<file path="src/rtl/mem_port_arbiter_if.sv">
// Handshake bundle between two cache requesters, the memory-port arbiter and main memory.
// The arbiter uses the slave view; the requester/memory side uses the master view.
interface mem_port_arbiter_if;
   logic        req0_valid;
   logic [31:0] req0_addr;
   logic [31:0] req0_wdata;
   logic [3:0]  req0_wstrb;
   logic        req0_ready;
   logic [31:0] req0_rdata;

   logic        req1_valid;
   logic [31:0] req1_addr;
   logic [31:0] req1_wdata;
   logic [3:0]  req1_wstrb;
   logic        req1_ready;
   logic [31:0] req1_rdata;

   logic        mem_valid_MP;
   logic [31:0] mem_addr_MP;
   logic [31:0] mem_wdata_MP;
   logic [3:0]  mem_wstrb_MP;
   logic        mem_ready_MP;
   logic [31:0] mem_rdata_MP;

   logic        grant;

   modport slave (
      input  req0_valid, req0_addr, req0_wdata, req0_wstrb,
      output req0_ready, req0_rdata,
      input  req1_valid, req1_addr, req1_wdata, req1_wstrb,
      output req1_ready, req1_rdata,
      output mem_valid_MP, mem_addr_MP, mem_wdata_MP, mem_wstrb_MP,
      input  mem_ready_MP, mem_rdata_MP,
      output grant
   );

   modport master (
      output req0_valid, req0_addr, req0_wdata, req0_wstrb,
      input  req0_ready, req0_rdata,
      output req1_valid, req1_addr, req1_wdata, req1_wstrb,
      input  req1_ready, req1_rdata,
      input  mem_valid_MP, mem_addr_MP, mem_wdata_MP, mem_wstrb_MP,
      output mem_ready_MP, mem_rdata_MP,
      input  grant
   );
endinterface

</file>
<file path="src/rtl/mem_port_arbiter.sv">
// Two-port arbiter for the shared main-memory port: one word transaction at a time, round-robin or fixed priority.
// Define ARB_STATS_EN to add saturating grant/conflict statistics outputs.
module mem_port_arbiter #(
   parameter int FIXED_PRIO = 0,
   parameter int CNT_W      = 21
) (
   input  logic             clk,
   input  logic             resetn,
`ifdef ARB_STATS_EN
   output logic [CNT_W-1:0] grants0,
   output logic [CNT_W-1:0] grants1,
   output logic [CNT_W-1:0] conflicts,
`endif
   mem_port_arbiter_if.slave bus
);
   typedef enum logic [1:0] {IDLE = 2'd0, BUSY = 2'd1, DONE = 2'd2} state_t;
   typedef logic [CNT_W-1:0] cnt_t;

   state_t state_reg;
   logic   last_grant_reg;
   logic   any_req;
   logic   both_req;
   logic   winner;

   assign any_req  = bus.req0_valid | bus.req1_valid;
   assign both_req = bus.req0_valid & bus.req1_valid;

   // On a conflict round-robin favours the port that was not served last
   always_comb begin
      winner = bus.req0_valid ? 1'b0 : 1'b1;
      if (both_req) begin
         winner = (FIXED_PRIO != 0) ? 1'b0 : ~last_grant_reg;
      end
   end

   always_ff @(posedge clk or negedge resetn) begin
      if (!resetn) begin
         state_reg        <= IDLE;
         last_grant_reg   <= 1'b1;
         bus.mem_valid_MP <= 1'b0;
         bus.mem_addr_MP  <= '0;
         bus.mem_wdata_MP <= '0;
         bus.mem_wstrb_MP <= '0;
         bus.grant        <= 1'b0;
         bus.req0_ready   <= 1'b0;
         bus.req0_rdata   <= '0;
         bus.req1_ready   <= 1'b0;
         bus.req1_rdata   <= '0;
      end else begin
         case (state_reg)
            IDLE: begin
               if (any_req) begin
                  bus.mem_valid_MP <= 1'b1;
                  bus.mem_addr_MP  <= winner ? bus.req1_addr  : bus.req0_addr;
                  bus.mem_wdata_MP <= winner ? bus.req1_wdata : bus.req0_wdata;
                  bus.mem_wstrb_MP <= winner ? bus.req1_wstrb : bus.req0_wstrb;
                  bus.grant        <= winner;
                  state_reg        <= BUSY;
               end
            end
            BUSY: begin
               // Completion is delivered even if the requester has since dropped valid
               if (bus.mem_ready_MP) begin
                  bus.mem_valid_MP <= 1'b0;
                  if (bus.grant) begin
                     bus.req1_rdata <= bus.mem_rdata_MP;
                     bus.req1_ready <= 1'b1;
                  end else begin
                     bus.req0_rdata <= bus.mem_rdata_MP;
                     bus.req0_ready <= 1'b1;
                  end
                  last_grant_reg <= bus.grant;
                  state_reg      <= DONE;
               end
            end
            DONE: begin
               bus.req0_ready <= 1'b0;
               bus.req1_ready <= 1'b0;
               state_reg      <= IDLE;
            end
            default: state_reg <= IDLE;
         endcase
      end
   end

`ifdef ARB_STATS_EN
   logic [2:0] stat_inc;

   assign stat_inc[0] = (state_reg == IDLE) && any_req && !winner;
   assign stat_inc[1] = (state_reg == IDLE) && any_req && winner;
   assign stat_inc[2] = (state_reg == IDLE) && both_req;

   generate
      for (genvar gi = 0; gi < 3; gi++) begin : g_stat
         cnt_t cnt_reg;
         always_ff @(posedge clk or negedge resetn) begin
            if (!resetn) begin
               cnt_reg <= '0;
            end else if (stat_inc[gi] && (cnt_reg != '1)) begin
               cnt_reg <= cnt_reg + cnt_t'(1);
            end
         end
      end
   endgenerate

   assign grants0   = g_stat[0].cnt_reg;
   assign grants1   = g_stat[1].cnt_reg;
   assign conflicts = g_stat[2].cnt_reg;
`endif
endmodule
</file>
<file path="src/flat_wrapper.sv">
// flat-port wrapper written by rule: the top's interface ports become plain ports
module mem_port_arbiter_flat 
#(
   parameter int FIXED_PRIO = 0,
   parameter int CNT_W      = 21
)
  (clk, resetn, bus_req0_valid, bus_req0_addr, bus_req0_wdata, bus_req0_wstrb, bus_req0_ready, bus_req0_rdata, bus_req1_valid, bus_req1_addr, bus_req1_wdata, bus_req1_wstrb, bus_req1_ready, bus_req1_rdata, bus_mem_valid_MP, bus_mem_addr_MP, bus_mem_wdata_MP, bus_mem_wstrb_MP, bus_mem_ready_MP, bus_mem_rdata_MP, bus_grant);
  mem_port_arbiter_if bus_i ();
  input  logic clk;
  input  logic resetn;
  input wire logic [$bits(bus_i.req0_valid)-1:0] bus_req0_valid;
  input wire logic [$bits(bus_i.req0_addr)-1:0] bus_req0_addr;
  input wire logic [$bits(bus_i.req0_wdata)-1:0] bus_req0_wdata;
  input wire logic [$bits(bus_i.req0_wstrb)-1:0] bus_req0_wstrb;
  output wire logic [$bits(bus_i.req0_ready)-1:0] bus_req0_ready;
  output wire logic [$bits(bus_i.req0_rdata)-1:0] bus_req0_rdata;
  input wire logic [$bits(bus_i.req1_valid)-1:0] bus_req1_valid;
  input wire logic [$bits(bus_i.req1_addr)-1:0] bus_req1_addr;
  input wire logic [$bits(bus_i.req1_wdata)-1:0] bus_req1_wdata;
  input wire logic [$bits(bus_i.req1_wstrb)-1:0] bus_req1_wstrb;
  output wire logic [$bits(bus_i.req1_ready)-1:0] bus_req1_ready;
  output wire logic [$bits(bus_i.req1_rdata)-1:0] bus_req1_rdata;
  output wire logic [$bits(bus_i.mem_valid_MP)-1:0] bus_mem_valid_MP;
  output wire logic [$bits(bus_i.mem_addr_MP)-1:0] bus_mem_addr_MP;
  output wire logic [$bits(bus_i.mem_wdata_MP)-1:0] bus_mem_wdata_MP;
  output wire logic [$bits(bus_i.mem_wstrb_MP)-1:0] bus_mem_wstrb_MP;
  input wire logic [$bits(bus_i.mem_ready_MP)-1:0] bus_mem_ready_MP;
  input wire logic [$bits(bus_i.mem_rdata_MP)-1:0] bus_mem_rdata_MP;
  output wire logic [$bits(bus_i.grant)-1:0] bus_grant;
  assign bus_i.req0_valid = bus_req0_valid;
  assign bus_i.req0_addr = bus_req0_addr;
  assign bus_i.req0_wdata = bus_req0_wdata;
  assign bus_i.req0_wstrb = bus_req0_wstrb;
  assign bus_req0_ready = bus_i.req0_ready;
  assign bus_req0_rdata = bus_i.req0_rdata;
  assign bus_i.req1_valid = bus_req1_valid;
  assign bus_i.req1_addr = bus_req1_addr;
  assign bus_i.req1_wdata = bus_req1_wdata;
  assign bus_i.req1_wstrb = bus_req1_wstrb;
  assign bus_req1_ready = bus_i.req1_ready;
  assign bus_req1_rdata = bus_i.req1_rdata;
  assign bus_mem_valid_MP = bus_i.mem_valid_MP;
  assign bus_mem_addr_MP = bus_i.mem_addr_MP;
  assign bus_mem_wdata_MP = bus_i.mem_wdata_MP;
  assign bus_mem_wstrb_MP = bus_i.mem_wstrb_MP;
  assign bus_i.mem_ready_MP = bus_mem_ready_MP;
  assign bus_i.mem_rdata_MP = bus_mem_rdata_MP;
  assign bus_grant = bus_i.grant;
  mem_port_arbiter #(.FIXED_PRIO(FIXED_PRIO), .CNT_W(CNT_W)) u_core (.clk(clk), .resetn(resetn), .bus(bus_i));
endmodule
</file>
<file path="config.mk">
export PLATFORM = sky130hd
export DESIGN_NAME = mem_port_arbiter_flat
export DESIGN_NICKNAME = d
export VERILOG_FILES = /design/src/rtl/mem_port_arbiter_if.sv /design/src/rtl/mem_port_arbiter.sv /design/src/flat_wrapper.sv
export SDC_FILE = /design/constraint.sdc
export NUM_CORES = 1
export LEC_CHECK = 0
export BUFFER_PORTS_ARGS = -buffer_cell sky130_fd_sc_hd__buf_2
export CAP_MARGIN = 20
export CORE_ASPECT_RATIO = 0.7
export CORE_MARGIN = 4
export CORE_UTILIZATION = 42
export CTS_CLUSTER_SIZE = 14
export DETAILED_ROUTE_END_ITERATION = 10
export PLACE_DENSITY_LB_ADDON = 0.15
export SLEW_MARGIN = 15
export SYNTH_ARGS = -nofsm -noshare
export SYNTH_HDL_FRONTEND = slang
export SYNTH_SLANG_ARGS = --single-unit
</file>
<file path="constraint.sdc">
create_clock -name clk -period 1.45 [get_ports clk]
set_input_delay 0.29 -clock clk [delete_from_list [all_inputs] [get_ports clk]]
set_output_delay 0.29 -clock clk [all_outputs]
set_load 0.005 [all_outputs]
</file>
After elaboration in Yosys (flattened, before gate mapping)
Index checks and enable logic that the tools add are counted.
Storage, ports and cells
  flip-flop bits (word level): 139
  latch bits: 0
  memory bits (writable): 0
  bits in read-only memories: 0
  bits of input ports: 173
  output and inout bits: 136
  logic and storage cells: 49
  memories kept: 0
Cells by class
  $add $sub $neg: 0
  multiply operators: 0
  divide/modulo/power cells: 0
  magnitude comparators: 0
  eq/ne operators: 6
  shift operators: 0
  mux-type cells: 17
  bitwise gates (word level): 4
  reductions and logical operators: 11
Operator list (count)
  $mux W32: 2
  $reduce_and A3 Y1: 5
  $mux W1: 8
  $pmux W1 S2: 3
  $reduce_and A2 Y1: 3
  $mux W2: 2
  $mux W4: 1
  $ne A2 B1 Y1 const B: 2
  $ne A2 B2 Y1 const B: 2
  $pmux W2 S2: 1
  $reduce_bool A2 Y1: 2
  $eq A2 B1 Y1 const B: 1
  $eq A2 B2 Y1 const B: 1
  $logic_not A2 Y1: 1
  $not A1 Y1: 2
  $and A1 B1 Y1: 1
  $or A1 B1 Y1: 1

Longest topological paths before layout
Gate-level depths: netlist of run 1.
  depth in word-level cells: 3
  mapped depth: 7
  gate-level depth less buffers: 4

Least setup slack after synthesis of run 1
Ideal clock, no wire load.
  kind: reg2reg
  start: register u_core.last_grant_reg
  end: register u_core.bus.mem_addr_MP[18]
  library setup time: 0.130 ns
  arrival: 1.246 ns
  required time: 1.320 ns
  setup slack: 0.074 ns
  stages on the path, launching flop included: 6
  buffers on the path: 2
  clock period less this slack: 1.376 ns
  cell sequence: dfstp_2 > and2b_1 > buf_2 > buf_2 > o21ai_0 > a31oi_1
Between the ends
  cells in the longest elaborated chain, start to end: 3
RTL lines
  from (decl): line mem_port_arbiter.sv:20  | logic last_grant_reg;
  from (signal assigned): line mem_port_arbiter.sv:72  | last_grant_reg <= bus.grant;
  $not A1 Y1: line mem_port_arbiter.sv:32  | winner = (FIXED_PRIO != 0) ? 1'b0 : ~last_grant_reg;
  $mux W1: line mem_port_arbiter.sv:31  | if (both_req) begin
  $mux W32: line mem_port_arbiter.sv:54  | bus.mem_addr_MP <= winner ? bus.req1_addr : bus.req0_addr;
  to (signal assigned): line mem_port_arbiter.sv:54
  to (decl): line mem_port_arbiter_if.sv:32  | output mem_valid_MP, mem_addr_MP, mem_wdata_MP, mem_wstrb_MP,
No other way between the ends.
A chain may end at the register's enable or synchronous reset.

Final worst setup path of run 1
  start: register u_core.state_reg[1]
  end: register u_core.bus.req1_rdata[8]
Between the ends
  cells in the longest elaborated chain, start to end: 2
RTL lines
  from (decl): line mem_port_arbiter.sv:19  | state_t state_reg;
  from (signal assigned): line mem_port_arbiter.sv:38  | state_reg <= IDLE;
  from (signal assigned): line mem_port_arbiter.sv:58  | state_reg <= BUSY;
  from (signal assigned): line mem_port_arbiter.sv:73  | state_reg <= DONE;
  $eq A2 B1 Y1: line mem_port_arbiter.sv:50  | case (state_reg)
  $reduce_and A3 Y1 (no line)
  to (signal assigned): line mem_port_arbiter.sv:66  | bus.req1_rdata <= bus.mem_rdata_MP;
  to (decl): line mem_port_arbiter_if.sv:31  | output req1_ready, req1_rdata,
No other way between the ends.

==> run metrics, run 1 <==
status completed; hold_ws 107.0 ps; Via density around 5.5; Cell Count, Final, Fillers Out about 1100; GRT Total Usage 24.36%; Root Buffer clkbuf_16; Place WS 5.258 ps; share of layout cells above drive strength 1 53.66%; drt wl/cell a little over 20 um; vias in the first global route 6131; Max IR drop VDD 0.8123 mV; largest area contributor in the netlist dfrtp_1; static leakage 4.245 nW; top post-synthesis cells by area dfrtp_1, mux2_4, a31oi_1; worst-path maximum fanout 12; dpl cell area 8218 um2; WP data required 1750 ps; Clk pin slew, worst setup/hold paths 60 ps; HPWL after detailed placement 15340 um; fin crit share 97.83%; Tmin final 1419 ps; design area 8947 um2; H-tree depth 4; Final ANT Viol Nets 0; Inst Count DP 1029; Final WS setup ~31 ps; #FFs+latches synth 139; global-route wire length before repair around 33000 um; Worst Tran Pin Value 438.1 ps; final hold viol count 0; most frequent cells in the layout buf_2, dfrtp_1, nand3_1, a31oi_1, a21oi_1; commonest non-fill, non-tap cell in the layout buf_2; total power 19.39 mW; DR vias 5925; CTS sink cnt 139; TritonCTS Buffers 17; Post-Syn Area 6332 um2; Layout Utilization 60.78%; setup tns final 0 ps; Slew HR 70.79%; Remaining Overflow, GRT 0; Ports 309; Synth top area share between 50% and 60%; RSZ-0062 raised after global routing yes; Syn-to-layout area delta 41.30%; Die Span Y 110.7 um; Worst Reg2Reg Path Length in Cells 5; Hold Path Cell Cnt 2; HP Class in -> reg; Arr. time, crit path 1720 ps; Port Buf Inserts ~310; CTS tree yes; placer's final routability congestion estimate 0.8847; DRC viols 0; sequential element share of the synthesized area 54.95%; CTS Buffer Depth 2; clk_skew 13.29 ps; DR pass1 iterations 5; CP Class reg -> reg; # setup viols final 0; Initial Utilization a little over two fifths; max-cap violation count 0; crit end category flip-flop; Initial DRC Count 373; Die Wd 154.8 um; initial antenna violation count 1; Final Max Tran Viols 0; final WL 21840 um; Mapped Nets 728; placement row count 37; Yosys warning total 0; largest net degree at the start of global routing 47; full die area 17140 um2; Post-Synthesis Cells 555; Skew-Pair Late Insertion Delay 420 ps; P per Cell Area 2167 nW/um2; Peak Freq about 700 MHz; post-synthesis cell type count 29; CP startpoint kind flip-flop; Nets between 1000 and 1500; syn avg cell area ~11 um2; Core ar. between 10000 and 15000 um2
worst max-delay path, stage by stage, from the launching register on:
cell and delay, ps:
dfrtp_1 410, nand3b_4 200, inv_2 120, nand2_4 100
buf_12 180, mux2_4 300
timing repair:
action | CTS | global route
pin swaps | 0 | 2
hold endpoints to repair | 31 | 0
gates resized for setup | 1 | 27
buffers inserted | 0 | 1
hold buffers | 1 | 0
cloned | 0 | 6
setup endpoints to repair | 1 | 124
cell usage after synthesis, drive strengths merged:
cell	instances
o22ai	1
nor2	6
clkbuf	23
buf	35
nand3b	1
and2b	1
mux2	64
o32a	1
inv	2
nand2b	3
nand3	68
nand2	3
a21o	2
dfstp	1
dfrtp	138
a31oi	68
or2	2
a21oi	68
o21ai	68
layer usage:
layer / vias to the layer above / global-route usage, % / part of all wire, %
li1: 2665 / - / -
met1: 2878 / 31.25 / 41
met2: 360 / 40.90 / 48
met3: 22 / 6.828 / 9.3
met4: 0 / 6.118 / 1.2
met5: - / 0 / 0
worst paths after layout:
path                                                    from                               endpoint  slack (ps)
setup / recovery             u_core.state_reg[1]$_DFFE_PN0P_   u_core.bus.req1_rdata[8]$_DFFE_PN0P_          30
hold / removal                              bus_mem_ready_MP        u_core.state_reg[0]$_DFFE_PN0P_         110
setup reg to reg             u_core.state_reg[1]$_DFFE_PN0P_   u_core.bus.req1_rdata[8]$_DFFE_PN0P_          30
hold reg to reg            u_core.bus.req1_ready$_DFFE_PN0P_      u_core.bus.req1_ready$_DFFE_PN0P_         470
max in group asynchronous                             resetn  u_core.bus.req1_rdata[26]$_DFFE_PN0P_         510
min in group asynchronous                             resetn  u_core.bus.req1_rdata[14]$_DFFE_PN0P_         340
power breakdown:
part           internal, mW  leakage (nW)  switching, mW
combinational          4.33          2.38           3.92
clock                  2.25         0.263           1.85
sequential             5.87          1.60           1.17
cell families (layout without fill, tap and decap cells):
kind of cell,Yosys count,count (layout),share of synthesized area (%)
AOI/OAI and AO/OA,208,208,19.15
other,0,1,0
and+or+nand+nor,84,84,7.192
DFF,139,139,54.95
buffers and inverters,60,379,5.612
muxes,64,64,13.10
layout make-up:
cell class / count / area (um2)
clock inverters: 15 / 130.1
diodes: 1 / 2.502
fillers: 1242 / 5774
repair buffers: 345 / 2146
inverters: 2 / 7.507
flip-flops and latches: 139 / 3480
clock buffers: 17 / 425.4
multi-input cells: 356 / 2512
well taps: 195 / 244.0
Note: power is estimated with default switching activity, not from simulation.
==> run 2, diff against run 1 <==
- ABC_AREA: default -> 1
- BUFFER_PORTS_ARGS: -buffer_cell sky130_fd_sc_hd__buf_2 -> default
- CORE_UTILIZATION: 42 -> 57
- DONT_BUFFER_PORTS: default -> 1
==> run 2 against run 1 <==
Net effect: count of clock-buffer cells in the layout grew 1; the flow now finishes with violations (hold timing); setup slack improved by 40 ps; wire length fell by 13%; via count fell by 3.7%.
==> run metrics, run 2 <==
worst-path maximum fanout 30 (+18); commonest non-fill, non-tap cell in the layout nand2_1; initial antenna violation count 0 (-1); Synth Flop Type dfrtp_1; sw frac 37.89% (+2.1 points); Worst Setup EP u_core.bus.mem_wstrb_MP[1]$_DFFE_PN0P_; Syn-to-layout area delta 16.88%; Synth top area share 52.53% (-2.0 points); reg-to-reg critical path startpoint u_core.last_grant_reg$_DFFE_PN1P_; clk_skew 11.19 ps (-2.098 ps); H-tree depth 4 (unchanged); Yosys warning total 0 (unchanged); NetSw 6.220 mW (-10%); TritonCTS Buffers 17 (unchanged); dpl cell area 6681 um2 (-19%); Clk pin slew, worst setup/hold paths 60 ps (about the same); Ports 309 (unchanged); Worst Reg2Reg Path Length in Cells 6 (+1); DR vias 5707 (-3.7%); P per Cell Area 2136 nW/um2 (-1.4%); Post-synth ARST share 100.0% (unchanged); max-cap violation count 0 (unchanged); crit end category flip-flop; Die Span Y 97.85 um (-12%); status finished, violations left; final hold viol count 139 (+139); CTS tree yes; hold_ws -425.8 ps (-532.8 ps); #FFs+latches synth 139 (unchanged); Tmin final 1378 ps (-40.15 ps); fillers 919 (-26%); most frequent cells in the layout nand2_1, inv_1, dfrtp_1; placement row count 32 (-14%); r2r setup slk 70 ps (+40 ps); Post-synth EDFFs 0 (unchanged); CTS Buffer Depth 2 (unchanged); global-route wire length before repair 29680 um (-11%); CP startpoint kind flip-flop; sequential element share of the synthesized area 52.93% (-2.0 points); Mapped Nets 1057 (+45%); RSZ-0062 raised after global routing yes; largest net degree at the start of global routing 140 (+200%); Max IR drop VDD 1.103 mV (+36%); fin crit share 95.06% (-2.8 points); CTS sink cnt 139 (unchanged); Final WS setup 71.64 ps (+40.15 ps); Worst Tran Pin Value 314.2 ps (-123.9 ps); Initial DRC Count 445 (+19%); Skew-Pair Late Insertion Delay 410 ps (about the same); DR pass1 iterations 6 (+1); CP Class reg -> reg; Place WS 53.29 ps (+48.04 ps); syn avg cell area 7.436 um2 (-35%); violated checks hold timing; full die area 13340 um2 (-22%); HPWL after detailed placement 12590 um (-18%); HP Class in -> async; post-synthesis cell type count 16 (-45%); largest area contributor in the netlist dfrtp_1; Core ar. 11130 um2 (-24%); Root Buffer clkbuf_16; # setup viols final 0 (unchanged); top-count cell post-synth nand2_1; Post-Synthesis Cells 884 (+59%); WP data required 1750 ps (about the same); internal power 10.20 mW (-18%); Initial Utilization 59.06% (+16 points); synth cell count leaders nand2_1, inv_1, dfrtp_1; Slew HR 79.05% (+8.3 points); DRC viols 0 (unchanged); GRT Total Usage 27.97% (+3.6 points); static leakage 4.468 nW (+5.3%); share of power burned in registers 45.8% (+9.5 points); Antenna Cells 0 (-1); placer's final routability congestion estimate 0.7999 (-9.6%); Nets 1079 (+4.4%); top post-synthesis cells by area dfrtp_1, nand2_1, nand3_1; final WL 18940 um (-13%); Die Wd 136.4 um (-12%); combinational cell fraction of total power 26.7% (-16 points); Remaining Overflow, GRT 0 (unchanged); Via density 5.324 (-3.9%); Layout Utilization 69.03% (+8.3 points); Arr. time, crit path 1680 ps (-40 ps); vias in the first global route 5643 (-8.0%); crit path launch u_core.last_grant_reg$_DFFE_PN1P_; Worst R2R End u_core.bus.mem_wstrb_MP[1]$_DFFE_PN0P_; Port Buf Inserts 0 (-100%); drt wl/cell 17.67 um (-13%); Peak Freq 725.5 MHz (+2.9%); Post-Syn Area 6574 um2 (+3.8%); Final Max Tran Viols 0 (unchanged); share of layout cells above drive strength 1 6.202% (-47 points); Final ANT Viol Nets 0 (unchanged); clock power share 27.4% (+6.3 points); design area 7684 um2 (-14%)
-- run 2: cell count changes after synthesis, moves of 48 or more --
cell | previous run | this run
nand2_1 | 2 | 407
inv_1 | 0 | 141
nand3_1 | 68 | 136
a31oi_1 | 68 | 0
o21ai_0 | 68 | 5
a21oi_1 | 48 | 0
-- run 2: cells by family after synthesis --
kind of cell           synth area share (%)
buffers and inverters                 12.24
AND/OR/NAND/NOR                       34.45
AO/OA/AOI/OAI                        0.3806
flip-flops                            52.93
-- run 2: worst min-delay path by stage --
stage,slack (ps),end,depth (start not counted),from
final,-430,u_core.bus.mem_addr_MP[30]$_DFFE_PN0P_,0,resetn
after global routing,-450,u_core.bus.mem_addr_MP[30]$_DFFE_PN0P_,0,resetn
after floorplan,-6,u_core.bus.grant$_DFFE_PN0P_,0,resetn
after detailed placement,-3,u_core.bus.mem_addr_MP[30]$_DFFE_PN0P_,0,resetn
after global placement,-3,u_core.bus.mem_addr_MP[30]$_DFFE_PN0P_,0,resetn
after CTS,-450,u_core.bus.mem_addr_MP[30]$_DFFE_PN0P_,0,resetn
-- run 2: cell type report --
cell class / instances / area, um2 / share of cell area [%]
sequential: 139 / 3480 / 45.29
multi-input combinational: 555 / 2292 / 29.83
timing repair buffer: 51 / 573.1 / 7.458
inverter: 142 / 533.0 / 6.937
clock buffer: 18 / 429.2 / 5.585
tap: 153 / 191.4 / 2.491
clock inverter: 14 / 185.2 / 2.410
-- run 2: power by group through the flow --
stage,Sequential (mW),Combinational (mW),Clock [mW]
2_1_floorplan,6.91,3.30,0
3_3_place_gp,7.57,3.89,0
3_5_place_dp,7.59,4.09,0
4_1_cts,7.56,4.19,4.56
5_1_grt,7.74,5.06,4.76
6_report,7.52,4.39,4.51
-- run 2: metrics by stage --
step / setup TNS [ps] / cells / power (mW)
2_1_floorplan: 0 / 884 / 10.21
3_3_place_gp: 0 / 1002 / 11.46
3_5_place_dp: 0 / 1002 / 11.68
4_1_cts: 0 / 1066 / 16.31
5_1_grt: -216.1 / 1072 / 17.56
6_report: 0 / 1072 / 16.42
-- run 2: worst max-delay path, stage by stage, from the launching register on --
cell and delay, ps:
dfstp_2 510, inv_1 50, nand2_2 90, buf_4 310, nand3_1 120, nand3_1 130
nand2_1 60
-- run 2: repair_timing --
action | 4_1_cts | 5_1_grt
setup endpoints to repair | 0 | 67
hold buffers | 32 | 2
gates resized for setup | 0 | 0
endpoints found under the hold margin | 200 | 141
setup buffers | 0 | 3
-- run 2: routing by layer --
| layer | GRT usage, % | vias to the layer above | share of wire, % |
|---|---|---|---|
| met5 | 0 | - | 0 |
| met4 | 9.992 | 0 | 2.0 |
| met3 | 9.011 | 36 | 10 |
| met2 | 46.94 | 296 | 50 |
| met1 | 34.00 | 2694 | 37 |
| li1 | - | 2681 | - |
==> run 3, diff against run 2 <==
- HOLD_SLACK_MARGIN: default -> 0.05
- RECOVER_POWER: default -> 100
==> run 3 against run 2 <==
Net effect: the flow still finishes with violations (hold timing); global-route usage up 0.17 points; non-clock buffer count shrank 1; final area decreased by 0.46%; maximum frequency shrank 0.87%; power down 0.34%; count of clock-buffer cells in the layout is the same; sequential power barely moved; critical path depth up 1; sequential share of layout area increased by 0.21 points; setup slack got worse by 12 ps; hold slack got worse by 3.3 ps.
==> run metrics, run 3 (synthesized netlist as in run 2, its figures left out) <==
Clk pin slew, worst setup/hold paths 60 ps (about the same); Via density 5.341 (+0.33%); Nets 1078 (-0.093%); Die Span Y 97.85 um (unchanged); Syn-to-layout area delta 16.35%; DR vias 5726 (+0.33%); HPWL after detailed placement 12590 um (unchanged); placer's final routability congestion estimate 0.7999 (unchanged); Remaining Overflow, GRT 0 (unchanged); CTS tree yes; Slew HR 71.44% (-7.6 points); CTS Buffer Depth 2 (unchanged); # setup viols final 0 (unchanged); global-route wire length before repair 29860 um (+0.61%); share of layout cells above drive strength 1 6.209% (+0.0068 points); final hold viol count 139 (unchanged); H-tree depth 4 (unchanged); full die area 13340 um2 (unchanged); RSZ-0062 raised after global routing yes; largest net degree at the start of global routing 140 (unchanged); commonest non-fill, non-tap cell in the layout nand2_1; drt wl/cell 17.69 um (+0.14%); CTS sink cnt 139 (unchanged); fin crit share 95.89% (+0.83 points); Port Buf Inserts 0 (unchanged); Worst Tran Pin Value 428.4 ps (+114.2 ps); fillers 916 (-0.33%); total power 16.36 mW (-0.34%); DRC viols 0 (unchanged); Core ar. 11130 um2 (unchanged); P per Cell Area 2139 nW/um2 (+0.12%); vias in the first global route 5717 (+1.3%); clk_skew 11.64 ps (+0.4491 ps); CP Class reg -> reg; GRT Total Usage 28.14% (+0.17 points); Final ANT Viol Nets 0 (unchanged); Initial DRC Count 382 (-14%); most frequent cells in the layout nand2_1, inv_1, dfrtp_1; Skew-Pair Late Insertion Delay 410 ps (about the same); CTS resizes 0 (unchanged); WP data required 1750 ps (about the same); initial antenna violation count 1 (+1); crit end category flip-flop; Max IR drop VDD 1.109 mV (+0.53%); Peak Freq 719.2 MHz (-0.87%); max-cap violation count 0 (unchanged); Die Wd 136.4 um (unchanged); setup tns final 0 ps (unchanged); hold_ws -429.1 ps (-3.286 ps); placement row count 32 (unchanged); Initial Utilization 59.06% (unchanged); Final Max Tran Viols 0 (unchanged); final WL 18970 um (+0.14%); Arr. time, crit path 1690 ps (about the same); status finished, violations left; TritonCTS Buffers 17 (unchanged); HP Class in -> async; static leakage 4.451 nW (-0.38%); worst-path maximum fanout 20 (-33%); CP startpoint kind flip-flop; Post-CTS Hold Fix Bufs 33 (+3.1%); violated checks hold timing; Root Buffer clkbuf_16; DR pass1 iterations 5 (-1); Ports 309 (unchanged); Tmin final 1390 ps (+12.08 ps)
[run 3: cell count changes in the layout (fill, tap and decap cells not counted)]
cell | previous run | this run
buf_12 | 7 | 5
buf_8 | 0 | 2
clkbuf_4 | 0 | 2
buf_4 | 9 | 8
clkbuf_16 | 18 | 17
diode_2 | 0 | 1
dlygate4sd3_1 | 34 | 33
[run 3: worst paths after layout]
| path | start | slack (ps) | endpoint | depth (start not counted) |
|---|---|---|---|---|
| worst max-delay path | u_core.state_reg[1]$_DFFE_PN0P_ | 60 | u_core.bus.req0_rdata[30]$_DFFE_PN0P_ | 7 |
| max in group asynchronous | resetn | 1620 | u_core.bus.req1_rdata[4]$_DFFE_PN0P_ | 0 |
| worst min-delay path | resetn | -430 | u_core.bus.mem_addr_MP[30]$_DFFE_PN0P_ | 0 |
| worst max register to register | u_core.state_reg[1]$_DFFE_PN0P_ | 60 | u_core.bus.req0_rdata[30]$_DFFE_PN0P_ | 7 |
| worst min register to register | u_core.bus.mem_addr_MP[31]$_DFFE_PN0P_ | 510 | u_core.bus.mem_addr_MP[31]$_DFFE_PN0P_ | 2 |
| min in group clk | bus_req1_addr[19] | 90 | u_core.bus.mem_addr_MP[19]$_DFFE_PN0P_ | 4 |
[run 3: metal layers]
metal | GRT usage [%] | up-vias | part of all wire (%)
met5 | 0 | - | 0
met4 | 9.295 | 0 | 2.2
li1 | - | 2677 | -
met1 | 33.78 | 2688 | 37
met3 | 9.990 | 34 | 10
met2 | 47.39 | 327 | 50
[run 3: stage by stage]
stage	cell area (um2)	std cells	util, %	setup slack [ps]	hold WS (ps)
2_1_floorplan	6574	884	-	161.3	-5.591
3_3_place_gp	6681	1002	60.03	110.2	-2.821
3_5_place_dp	6681	1002	60.03	53.29	-3.194
4_1_cts	7626	1067	68.51	43.97	-447.4
5_1_grt	7649	1072	68.72	-48.16	-455.4
6_report	7649	1072	68.72	59.56	-429.1
[run 3: cell type report]
| class | instances | area, um2 | share of cell area (%) |
|---|---|---|---|
| Antenna cell | 1 | 2.502 | 0.03272 |
| Clock buffer | 18 | 429.2 | 5.611 |
| Clock inverter | 14 | 185.2 | 2.421 |
| Inverter | 142 | 533.0 | 6.969 |
| Multi-Input combinational cell | 555 | 2292 | 29.97 |
| Sequential cell | 139 | 3480 | 45.49 |
| Tap cell | 153 | 191.4 | 2.503 |
| Timing Repair Buffer | 50 | 535.5 | 7.001 |
[run 3: worst max-delay path, cell delays in order, from the launching register on]
cell      delay, ps
dfrtp_1         380
inv_1           110
nand2_1          90
nor2_2          160
nand2_1         110
clkbuf_4        250
nand2_1         110
nand2_1          60
[run 3: repair_timing]
item                                   CTS  global route
setup endpoints to repair                0            67
buffers inserted                         0             3
endpoints found under the hold margin  205           139
[run 3: where the power goes]
group	total [mW]	leakage, nW	switching, mW	internal (mW)
logic	4.32	2.45	2.71	1.61
clock network	4.51	0.290	1.76	2.75
registers	7.53	1.71	1.75	5.77
